File: config.mk
export PLATFORM = sky130hd
export DESIGN_NAME = queue_flags
export DESIGN_NICKNAME = d
export VERILOG_FILES = /design/src/rtl/vdas_fifo_pkg.sv /design/src/rtl/queue_mem.sv /design/src/rtl/queue_flags.sv
export SDC_FILE = /design/constraint.sdc
export NUM_CORES = 1
export LEC_CHECK = 0
export ABC_AREA = 1
export CAP_MARGIN = 40
export CORE_ASPECT_RATIO = 1.4
export CORE_MARGIN = 3
export CORE_UTILIZATION = 35
export CTS_BUF_LIST = sky130_fd_sc_hd__clkbuf_4 sky130_fd_sc_hd__clkbuf_8 sky130_fd_sc_hd__clkbuf_16
export CTS_CLUSTER_DIAMETER = 40
export DETAILED_ROUTE_END_ITERATION = 10
export GPL_ROUTABILITY_DRIVEN = 0
export PLACE_DENSITY = 0.57
export SYNTH_ARGS = -nofsm -noshare
export SYNTH_HDL_FRONTEND = slang
export SYNTH_SLANG_ARGS = --single-unit
File: constraint.sdc
create_clock -name ck -period 1.79 [get_ports ck]
set_input_delay 0.358 -clock ck [delete_from_list [all_inputs] [get_ports ck]]
set_output_delay 0.358 -clock ck [all_outputs]
set_load 0.1 [all_outputs]
File: src/rtl/vdas_fifo_pkg.sv
// Shared definitions for the acquisition-chain FIFOs: default geometry, depth and
// elaboration-time legality checks for the almost-full/almost-empty levels.
package vdas_fifo_pkg;

    localparam int unsigned NBITS_DEF = 8;
    localparam int unsigned AW_DEF    = 4;

    function automatic int unsigned depth(input int unsigned aw);
        return 32'd1 << aw;
    endfunction

    function automatic bit levels_ok(input int unsigned aw, input int unsigned afull_lvl,
                                     input int unsigned aempty_lvl);
        return (afull_lvl >= 1) && (afull_lvl <= depth(aw)) && (aempty_lvl < depth(aw));
    endfunction

endpackage

File: src/rtl/queue_mem.sv
// Register-array storage: one synchronous write port, one asynchronous read port.
// Contents are deliberately not reset.
module queue_mem #(
    parameter int unsigned NBITS = 8,
    parameter int unsigned AW    = 4
) (
    input  logic             ck,
    input  logic             we,
    input  logic [AW-1:0]    waddr,
    input  logic [NBITS-1:0] wdata,
    input  logic [AW-1:0]    raddr,
    output logic [NBITS-1:0] rdata
);

    logic [NBITS-1:0] mem [2**AW];

    always_ff @(posedge ck) begin
        if (we) begin
            mem[waddr] <= wdata;
        end
    end

    assign rdata = mem[raddr];

endmodule

File: src/rtl/queue_flags.sv
// Show-ahead synchronous FIFO with full/empty/almost flags, occupancy count,
// sticky overflow/underflow and synchronous flush. All outputs decode registered state.
module queue_flags
    import vdas_fifo_pkg::*;
#(
    parameter int unsigned NBITS      = NBITS_DEF,
    parameter int unsigned AW         = AW_DEF,
    parameter int unsigned AFULL_LVL  = 12,
    parameter int unsigned AEMPTY_LVL = 2
) (
    input  logic             ck,
    input  logic             rst,
    input  logic             clr,
    input  logic [NBITS-1:0] in,
    input  logic             ld,
    input  logic             pp,
    output logic [NBITS-1:0] out,
    output logic             em,
    output logic             fu,
    output logic             af,
    output logic             ae,
    output logic [AW:0]      cnt,
    output logic             ovf,
    output logic             udf
);

    if (!levels_ok(AW, AFULL_LVL, AEMPTY_LVL)) begin : g_bad_levels
        $fatal(1, "queue_flags: AFULL_LVL/AEMPTY_LVL out of range for AW");
    end

    localparam logic [AW:0] AF_LVL = (AW + 1)'(AFULL_LVL);
    localparam logic [AW:0] AE_LVL = (AW + 1)'(AEMPTY_LVL);
    localparam logic [AW:0] ONE    = (AW + 1)'(1);

    logic [AW:0]      wptr_q, wptr_d, rptr_q, rptr_d, cnt_q, cnt_d;
    logic             ovf_q, ovf_d, udf_q, udf_d;
    logic             wr_acc, rd_acc;
    logic [NBITS-1:0] rdata;

    assign em = (wptr_q == rptr_q);
    assign fu = (wptr_q[AW] != rptr_q[AW]) && (wptr_q[AW-1:0] == rptr_q[AW-1:0]);

    // A pop frees the slot the write lands in, so a full FIFO still accepts ld&pp.
    assign wr_acc = ld & ~clr & (~fu | pp);
    assign rd_acc = pp & ~clr & ~em;

    always_comb begin
        wptr_d = wptr_q;
        rptr_d = rptr_q;
        cnt_d  = cnt_q;
        ovf_d  = ovf_q;
        udf_d  = udf_q;
        if (clr) begin
            wptr_d = '0;
            rptr_d = '0;
            cnt_d  = '0;
            ovf_d  = 1'b0;
            udf_d  = 1'b0;
        end else begin
            if (wr_acc) wptr_d = wptr_q + ONE;
            if (rd_acc) rptr_d = rptr_q + ONE;
            if (wr_acc && !rd_acc) cnt_d = cnt_q + ONE;
            if (rd_acc && !wr_acc) cnt_d = cnt_q - ONE;
            if (ld && fu && !pp) ovf_d = 1'b1;
            if (pp && em)        udf_d = 1'b1;
        end
    end

    always_ff @(posedge ck or negedge rst) begin
        if (!rst) begin
            wptr_q <= '0;
            rptr_q <= '0;
            cnt_q  <= '0;
            ovf_q  <= 1'b0;
            udf_q  <= 1'b0;
        end else begin
            wptr_q <= wptr_d;
            rptr_q <= rptr_d;
            cnt_q  <= cnt_d;
            ovf_q  <= ovf_d;
            udf_q  <= udf_d;
        end
    end

    queue_mem #(
        .NBITS (NBITS),
        .AW    (AW)
    ) u_mem (
        .ck    (ck),
        .we    (wr_acc),
        .waddr (wptr_q[AW-1:0]),
        .wdata (in),
        .raddr (rptr_q[AW-1:0]),
        .rdata (rdata)
    );

    assign out = em ? '0 : rdata;
    assign cnt = cnt_q;
    assign af  = (cnt_q >= AF_LVL);
    assign ae  = (cnt_q <= AE_LVL);
    assign ovf = ovf_q;
    assign udf = udf_q;

endmodule

; Yosys cells after proc, flatten, opt, wreduce, memory -nomap -nowiden
; Memory sizes are Yosys's and may differ from the RTL's.
; Index checks and enable logic that the tools add are counted.
[op_classes]
add_sub_neg = 4
multipliers = 0
div_mod_pow = 0
n_lt_le_gt_ge = 2
eq_ne = 3
shifts = 0
mux = 14
bitwise_logic = 8
n_reduce_logical = 14
[ops]
columns = operator, count
row1 = $mux 5, 7
row2 = $add 5x1->5 const B, 3
row3 = $mux 8, 1
row4 = $reduce_bool 2->1, 4
row5 = $logic_and 1x1->1, 6
row6 = $mux 1, 6
row7 = $eq 5x5->1, 1
row8 = $ge 5x4->1 const B, 1
row9 = $le 5x2->1 const B, 1
row10 = $sub 5x1->5 const B, 1
row11 = $and 1x1->1, 4
row12 = $eq 4x4->1, 1
row13 = $logic_not 1->1, 3
row14 = $not 1->1, 3
row15 = $reduce_bool 3->1, 1
row16 = $ne 1x1->1, 1
row17 = $or 1x1->1, 1
[totals]
ff_bits = 17
latchBits = 0
ramBits = 128
rom_bits = 0
input_bits = 13
output_inout_bits = 19
word_cells = 51
mem_count = 1
[memory_table]
columns = name, depth, word_bits, rd, rd_clocked_by_memory_dff, write_ports, line
row1 = u_mem.mem, 16, 8, 1, 0, 1, queue_mem.sv:15  ; logic [NBITS-1:0] mem [2**AW];

; Logic depth before layout (Yosys ltp)
[logic_depth]
depth_word = 9
depth_mapped = 19
ltp_nobuf = 18

; By module
; Synthesis repeated with hierarchy kept, for this count alone.
[hier_totals]
cells_unflattened = 709
area_unflattened_um2 = 6796.5
[modules_own_cells]
columns = module, instances, cells_each, area_each_um2, seq_area_each_um2
row1 = queue_mem, 1, 543, 5606.6, 3843.7
row2 = queue_flags, 1, 166, 1189.9, 425.4

; Worst setup path after synthesis
; Ideal clock, no wire load.
[synth_path]
kind = reg2out
from = reg cnt_q[2], in the netlist cnt[2]
to = out ae
arrival_time_ns = 5.644
required_time_ns = 1.432
path_slack_ns = -4.212
path_stages_with_launch = 2
n_path_buf = 0
path_cell_list = dfrtp_1 > a2111oi_0
[synth_between]
elab_chain_cells = 1
[synth_rtl]
columns = element, line
row1 = start: declaration, queue_flags.sv:35  ; logic [AW:0] wptr_q, wptr_d, rptr_q, rptr_d, cnt_q, cnt_d;
row2 = start signal: assignment, queue_flags.sv:79  ; cnt_q <= cnt_d;
row3 = $le 5x2->1, queue_flags.sv:100  ; assign ae = (cnt_q <= AE_LVL);
row4 = end: declaration, queue_flags.sv:21  ; output logic ae,
; Every way passes these cells.

; Worst setup path after layout
[layout_path]
from = reg rptr_q[0]
to = out out[3]
[layout_between]
elab_chain_cells = 2
elab_cells_between_ends = 3
cone_classes = eq/ne: 1 / mux: 1 / memory: 1
[layout_rtl]
columns = element, line
row1 = start: declaration, queue_flags.sv:35
row2 = start signal: assignment, queue_flags.sv:78  ; rptr_q <= rptr_d;
row3 = $mem_v2 16x8 / $eq 5x5->1 (equally long branches), n/a
row4 = $mux 8 *, queue_flags.sv:97  ; assign out = em ? '0 : rdata;
row5 = end: declaration, queue_flags.sv:17  ; output logic [NBITS-1:0] out,
; Mark *: on every way between the ends. The rest lies on a longest branch, timed or not.

==> results <==
- At the end of the flow the core is filled with cells to 55.9%.
- 32 I/O pins were placed.
- The TritonCTS clock tree is done.
- The setup slack after placement is -0.337 ns.
- The share of the Yosys chip area taken by registers is 68.9%.
- The number of H-tree levels is 4.
- 0 antenna diodes ended up in the layout.
- The number of instances in the placed design is about 820.
- The cell sitting at the root of the clock tree is a sky130_fd_sc_hd__clkbuf_16.
- The total grt overflow is 0.
- After layout, the worst setup slack is -0.726 ns.
- The routed design has 18,400 µm of wire.
- The die is 118 µm wide.
- The path class of the tightest hold or removal check is primary input to async pin.
- After detailed routing, the average wire length per cell comes to 20.8 µm.
- The standard cell area after detailed placement is just under 8000 µm².
- The number of port buffers is 31.
- The netlist uses 33 different library cells.
- The source of the critical timing path is rptr_q[0].
- The maximum achievable frequency is 0.397 GHz.
- The total number of placement rows is 56.
- Broken down by cell family, the worst path's largest delay share belongs to buffers and inverters.
- The standard cell with the maximum stage delay on the critical path is sky130_fd_sc_hd__dfrtp_2.
- The total power of the final layout is between 10 and 15 mW.
- For this design the static power due to leakage is 3.34 nW.
- Data on the critical path is required at its endpoint by 1.43 ns.
- The startpoint of the worst register-to-register path is rptr_q[0].
- The final reports fail on setup timing.
- The number of global-route vias before repair is about 5,100.
- The final design area excluding fillers is 9510 µm².
- Entering global routing, the biggest net connects 18 pins.
- In this run the mean area of a mapped cell was 12.1 µm².
- The number of sinks on the clock net is 145.
- The delay of the slowest cell on the worst path is 0.49 ns.
- The sort of element at the end of the critical path is a primary output.
- The category of the worst setup path launch point is a flip-flop.
- The floorplan step defined a die boundary enclosing 19,400 µm².
- The half-perimeter wire length after detailed placement is between 10,000 and 15,000 µm.
- The combinational share of power is a little over a third.
- The headroom to the max-slew limit is 74.2%.
- Walking the worst path, the cells encountered are clkinv_4 -> buf_6 -> buf_16 -> nor2_4 -> o221ai_4 -> nand3_4 -> a21oi_4 -> buf_12.
- For the worst flop-to-flop path, the logic depth is 17.
- The number of DRC violations after detailed routing is 0.
- The maximum count of clock buffers along a single path is 2.
- In this run switching power makes up 33.8% of total power.
- The setup skew after layout is 0.0116 ns.
- The fraction of final layout cells sized beyond drive strength 1 is 47.2%.
- The cell count along the critical path is 8.
- The final standard cell count with taps included and fillers excluded is 889.
- The violation count after the first detailed-route iteration is 278.
- The final setup TNS is -62.82 ns.
- The worst-case IR drop observed on VDD is 1030 µV.
- The first global-routing pass estimated 28,800 µm of wire.
- The number of nets in the synthesized netlist is 532.
- Along the worst path, the maximum fanout reaches 6.
- The number of vias per cell is ~5.2.
- For the pin with the worst max-slew slack, the measured transition is 0.386 ns.
- The cell area after technology mapping is between 6000 and 7000 µm².
- In this run the standard cell core region covers around 17,000 µm².
- The post-CTS clock slew at the launch and capture registers of the worst setup and hold paths is 0.06 ns.
- The number of endpoints failing setup at the final stage is 149.
- The number of buffers and inverters on the critical path is 4.
- The die height is 163 µm.
- The post-route minimum period is 2.52 ns.
- Counting every instance in the synthesized netlist gives 512.
- The synthesized design contains 145 register bits.
- Relative to the synthesized area, the layout overhead comes to 53.6%.
- The post-layout net count is 664.
- Setup repair after global routing could not meet its margin everywhere.
- The number of antenna violations at the first check in global routing is 0.
- The final count of pins violating max slew was 0.
- The internal power is 7.58 mW.
- The initial utilization of the core area, before any placement, comes to 36.4%.
- Max-cap violations in this run came to 0.
- For this run, the number of Yosys warnings is 0.
- The critical path in this run is classified as flip-flop to primary output.
- The leading cell type in the layout, fill and taps excluded is sky130_fd_sc_hd__edfxtp_1.
- The final number of hold-violating endpoints was 0.
- The flow ran to the end, but the final reports show violations.
- The number of buffers created by CTS is 17.
- Of the total power, the clock network draws 31.2%.
- The pre-antenna-repair detailed-routing pass consisted of 5 iterations.
- The source-to-sink clock delay at the later pin of the worst-skew pair is 0.42 ns.
- The period utilization is 141%.
- The worst hold slack after final layout is between 0.2 and 0.3 ns.
- Sequential cells burn 33.8% of the power.
- Power spread over the standard cell area amounts to between 1000 and 1500 nW/µm².
- Leaving out fill and tap cells, the most frequent cells in the layout are sky130_fd_sc_hd__edfxtp_1, sky130_fd_sc_hd__buf_4, sky130_fd_sc_hd__nor2_1, sky130_fd_sc_hd__o21ai_0, sky130_fd_sc_hd__buf_12.
- For this design, the CTS-stage hold fixing added 0 buffers.
- Summing over every cut layer, the via total after detailed routing is 4,655.
- The arrival time at the worst endpoint is 2.16 ns.
- The detail route stage leaves a number of antenna-violating nets equal to 0.
- The power dissipated by switching net loads is 3.86 mW.
- The total global-route track usage is 19.9%.
[cell type report]
| type | instances | area, µm² |
|---|---|---|
| clock inverter | 14 | 164 |
| fill | 1315 | 7510 |
| timing repair buffer | 137 | 1690 |
| sequential | 145 | 4280 |
| tap | 232 | 290 |
| clock buffer | 18 | 433 |
| timing repair inverter | 1 | 16.3 |
| multi-input combinational | 312 | 2480 |
| inverter | 30 | 155 |
[synthesized netlist by cell type, drive strengths merged]
cell type	n	area [µm²]
nand3	34	205
clkbuf	19	71.3
ha	7	87.6
a2111oi	1	8.76
edfxtp	128	3840
dfrtp	17	425
a31oi	1	6.26
nor2	89	352
clkinv	1	3.75
mux2i	1	10.0
o221ai	32	280
a21oi	10	61.3
nand2	51	228
o22ai	2	12.5
xnor2	2	17.5
xor2	3	26.3
nand4	3	33.8
inv	29	111
o21ai	76	380
buf	6	28.8
[cell families after synthesis]
group	synth area share (%)
flops	68.9
buf+inv	3.47
fa+ha+maj	1.41
xor+xnor	0.707
simple gates	13.2
compound gates	12.1
mux	0.162
[worst reg2reg max path, delay by kind of cell (launching register included)]
| kind | cells | cell delay (ns) |
|---|---|---|
| simple gates | 11 | 0.81 |
| buf+inv | 5 | 0.56 |
| flops | 1 | 0.48 |
| fa+ha+maj | 1 | 0.29 |
[state kept, by name, summed over array words and instances (netlist names)]
signal / cells
cnt: 5
ovf: 1
rptr_q: 5
u_mem.mem: 128
udf: 1
wptr_q: 5
[repair_timing]
item,in CTS,in global routing
cloned,7,0
resized for setup,121,74
setup buffers,32,11
pin swaps,61,48
setup endpoints to repair,147,154
[final timing paths]
path	slack, ns	end
worst max-delay path	-0.73	out[3]
max in group asynchronous	1.29	cnt[0]
min in group ck	0.57	udf
worst max register to register	-0.45	cnt[4]
worst min register to register	0.57	udf
worst min-delay path	0.26	wptr_q[4]
[power groups by stage]
| stage | Sequential [mW] | Clock, mW | Combinational, mW |
|---|---|---|---|
| 2_1_floorplan | 4.17 | 0 | 1.72 |
| 3_3_place_gp | 3.95 | 0 | 3.09 |
| 5_1_grt | 3.88 | 3.77 | 4.20 |
| 3_5_place_dp | 3.95 | 0 | 3.11 |
| 4_1_cts | 3.87 | 3.61 | 3.91 |
| 6_report | 3.87 | 3.58 | 4.00 |
[per-layer routing]
layer / share of wire (%) / wire (µm) / vias up / track usage (%)
met1: 37 / 6790 / 2335 / 22.3
met4: 3.8 / 692 / 0 / 9.80
met2: 54 / 10000 / 137 / 35.9
li1: - / - / 2145 / -
met5: 0 / 0 / - / 0
met3: 5.2 / 956 / 38 / 4.12
(Power assumes the default switching activity.)
==> RTL edit: new RTL, config.mk and constraints unchanged <==
Change the package constant `NBITS_DEF` from 8 to 12.
--- a/src/rtl/vdas_fifo_pkg.sv
+++ b/src/rtl/vdas_fifo_pkg.sv
@@ -4,3 +4,3 @@
 
-    localparam int unsigned NBITS_DEF = 8;
+    localparam int unsigned NBITS_DEF = 12;
     localparam int unsigned AW_DEF    = 4;
Ports: changed (resized in and out); port bits go from 32 to 40. No check against the original RTL was run, so the function may have changed too.
==> RTL edit against the unedited design <==
The run still ends with negative setup slack left. Hold slack worse by 0.10 ns. Design area is 35% higher. Power increased by 38%. Sequential cell count grew 64. Synthesized cell count rose by 34%. Global-route usage is 1.4 points lower. Critical path depth is the same. Synthesized area rose by 40%. Via count up 39%. Worst setup slack got worse by 0.15 ns. Routed wire length rose by 40%. Largest power group is now sequential cells.
==> RTL edit: results (changes against the unedited design) <==
Status
  – Status: complete, but fails checks
  – Failing checks: negative setup slack

Placed design
  – Area after DPL: 0.0108 mm² (+39%)
  – Port bufs: 39 (+26%)
  – Dpl hpwl: 16.1 mm (+43%)

Power and ir drop
  – Peak VDD IR: 0.00114 V (+11%)
  – P_leak: 4.52 nW (+35%)

Cells and area
  – Number of flip-flops in the largest register: 192 (+50%)
  – FILL cells: 1968 (+50%)
  – Layout cells sized above 1: 38.1% (-9.0 points)
  – Antenna Diode Count: 0 (unchanged)
  – Largest Register: u_mem.mem
  – Final Net Count: 876 (+32%)

Global route
  – Global-route wire length before repair: 38.3 mm (+33%)
  – Maximum number of pins on one net before global-route repair: 24 (+6)
  – Vias in the first global route: 6666 (+32%)
  – Global Route Usage Sum: 18.5% (-1.4 points)

Detailed routing
  – Initial DRC count: 526 (+89%)
  – Vias: 6450 (+39%)
  – Routed Wire Length: 25.7 mm (+40%)

STA
  – Final worst setup slack: -0.878 ns (-0.152 ns)
  – Setup violators final: 223 (+50%)
  – Worst Max-Slew Pin Slew: 0.365 ns (-0.0209 ns)
  – Setup Skew: 0.00925 ns (-0.00236 ns)

Synth
  – Synth cell count leaders: 192 x edfxtp_1, 118 x nor2_1, 105 x o21ai_0, 48 x o221ai_1, 45 x nand2_1
  – Predominant post-synthesis flop cell: edfxtp_1
  – Yosys warning count: 0 (unchanged)
  – Largest cells by area after synthesis: edfxtp_1 67%, o21ai_0 6.1%, nor2_1 5.1%
  – Async SR Flop Fraction: 8.13% (-3.6 points)
  – Sequential share of the synthesized area: 71.6% (+2.7 points)
  – Synth cell types: 32 (-3.0%)
  – Post-Syn Nets: 710 (+33%)
  – Post-synth EDFFs: 192 (+50%)

Clock network
  – H-tree level count: 1 (-3)
  – Num CTS Buffers: 27 (+10)
  – Root buffer cell: clkbuf_16
  – Max Root-Sink Buffers: 3 (+1)
  – Clk Latency, worst-skew pair: 0.53 ns (+0.11 ns)

Setup path
  – Worst EP arrival: 2.31 ns (+0.15 ns)
  – Worst R2R Path Depth: 16 (-1)
  – Max Fanout on Critical Path: 7 (+1)
  – Max incr delay on CP: 0.40 ns (-0.09 ns)
## RTL edit: changes by cell type after synthesis, moves of 4 or more
cell / delta
nand3_1: +10
edfxtp_1: +64
clkbuf_1: +14
a21oi_1: +4
nor2_1: +32
o221ai_1: +16
o21ai_0: +33
## RTL edit: final cells by class
type	instances	area share [%]
Sequential cell	209	48.3
Multi-Input combinational cell	406	22.1
Timing Repair Buffer	177	18.2
Clock buffer	31	5.54
Tap cell	310	3.02
Clock inverter	19	1.47
Inverter	30	1.29
Timing Repair inverter	1	0.0876
## RTL edit: final timing paths
kind	start	endpoint	slack, ns
setup / recovery	rptr_q[0]	out[4]	-0.88
hold / removal	rst	cnt[2]	0.16
setup reg to reg	rptr_q[0]	u_mem.mem[14][0]	-0.58
hold reg to reg	wptr_q[4]	wptr_q[4]	0.55
max in group asynchronous	rst	cnt[0]	1.41
min in group ck	wptr_q[4]	wptr_q[4]	0.55
## RTL edit: cell families (layout without fill, tap and decap cells)
family,Yosys count,in the layout,synth area share [%]
buffers and inverters,71,258,3.49
adders and majority gates,7,7,1.01
DFF,209,209,71.6
xor gates and xnor gates,5,5,0.507
AOI/OAI and AO/OA,175,175,12.4
and+or+nand+nor,219,219,10.9
## RTL edit: critical path, delay by kind of cell (launching register included)
family / cells / cell delay, ns
buffers and inverters: 4 / 0.63
AO/OA/AOI/OAI: 3 / 0.56
flip-flops: 1 / 0.40
AND/OR/NAND/NOR: 1 / 0.18
## RTL edit: timing repair
| action | in CTS | in global routing |
|---|---|---|
| pin swaps | 14 | 41 |
| gates cloned | 5 | 8 |
| resized for setup | 60 | 94 |
| endpoints found under the setup margin | 214 | 224 |
| buffers inserted | 11 | 15 |
| hold buffers | 0 | 0 |
## RTL edit: stage by stage
stage | std cells | TNS, ns | setup WS (ns) | utilization [%] | hold slack (ns)
2_1_floorplan | 686 | -7.30 | -0.448 | - | 0.0624
3_3_place_gp | 1096 | -56.57 | -0.455 | 44.8 | 0.532
3_5_place_dp | 1096 | -60.65 | -0.498 | 44.8 | 0.547
4_1_cts | 1162 | -96.39 | -0.903 | 50.7 | 0.153
5_1_grt | 1183 | -132.53 | -0.969 | 53.2 | 0.188
6_report | 1183 | -113.21 | -0.878 | 53.2 | 0.157
## RTL edit: where the power goes
group | switching, mW | internal (mW)
combinational | 2.98 | 2.00
sequential | 0.128 | 5.42
clock | 2.22 | 3.09
## RTL edit: layer usage
metal | track usage, % | vias to the layer above | wire, µm
met5 | 0 | - | 0
met4 | 6.81 | 0 | 987
met3 | 2.71 | 75 | 1570
met2 | 34.3 | 290 | 13500
met1 | 21.7 | 3201 | 9640
li1 | - | 2884 | -
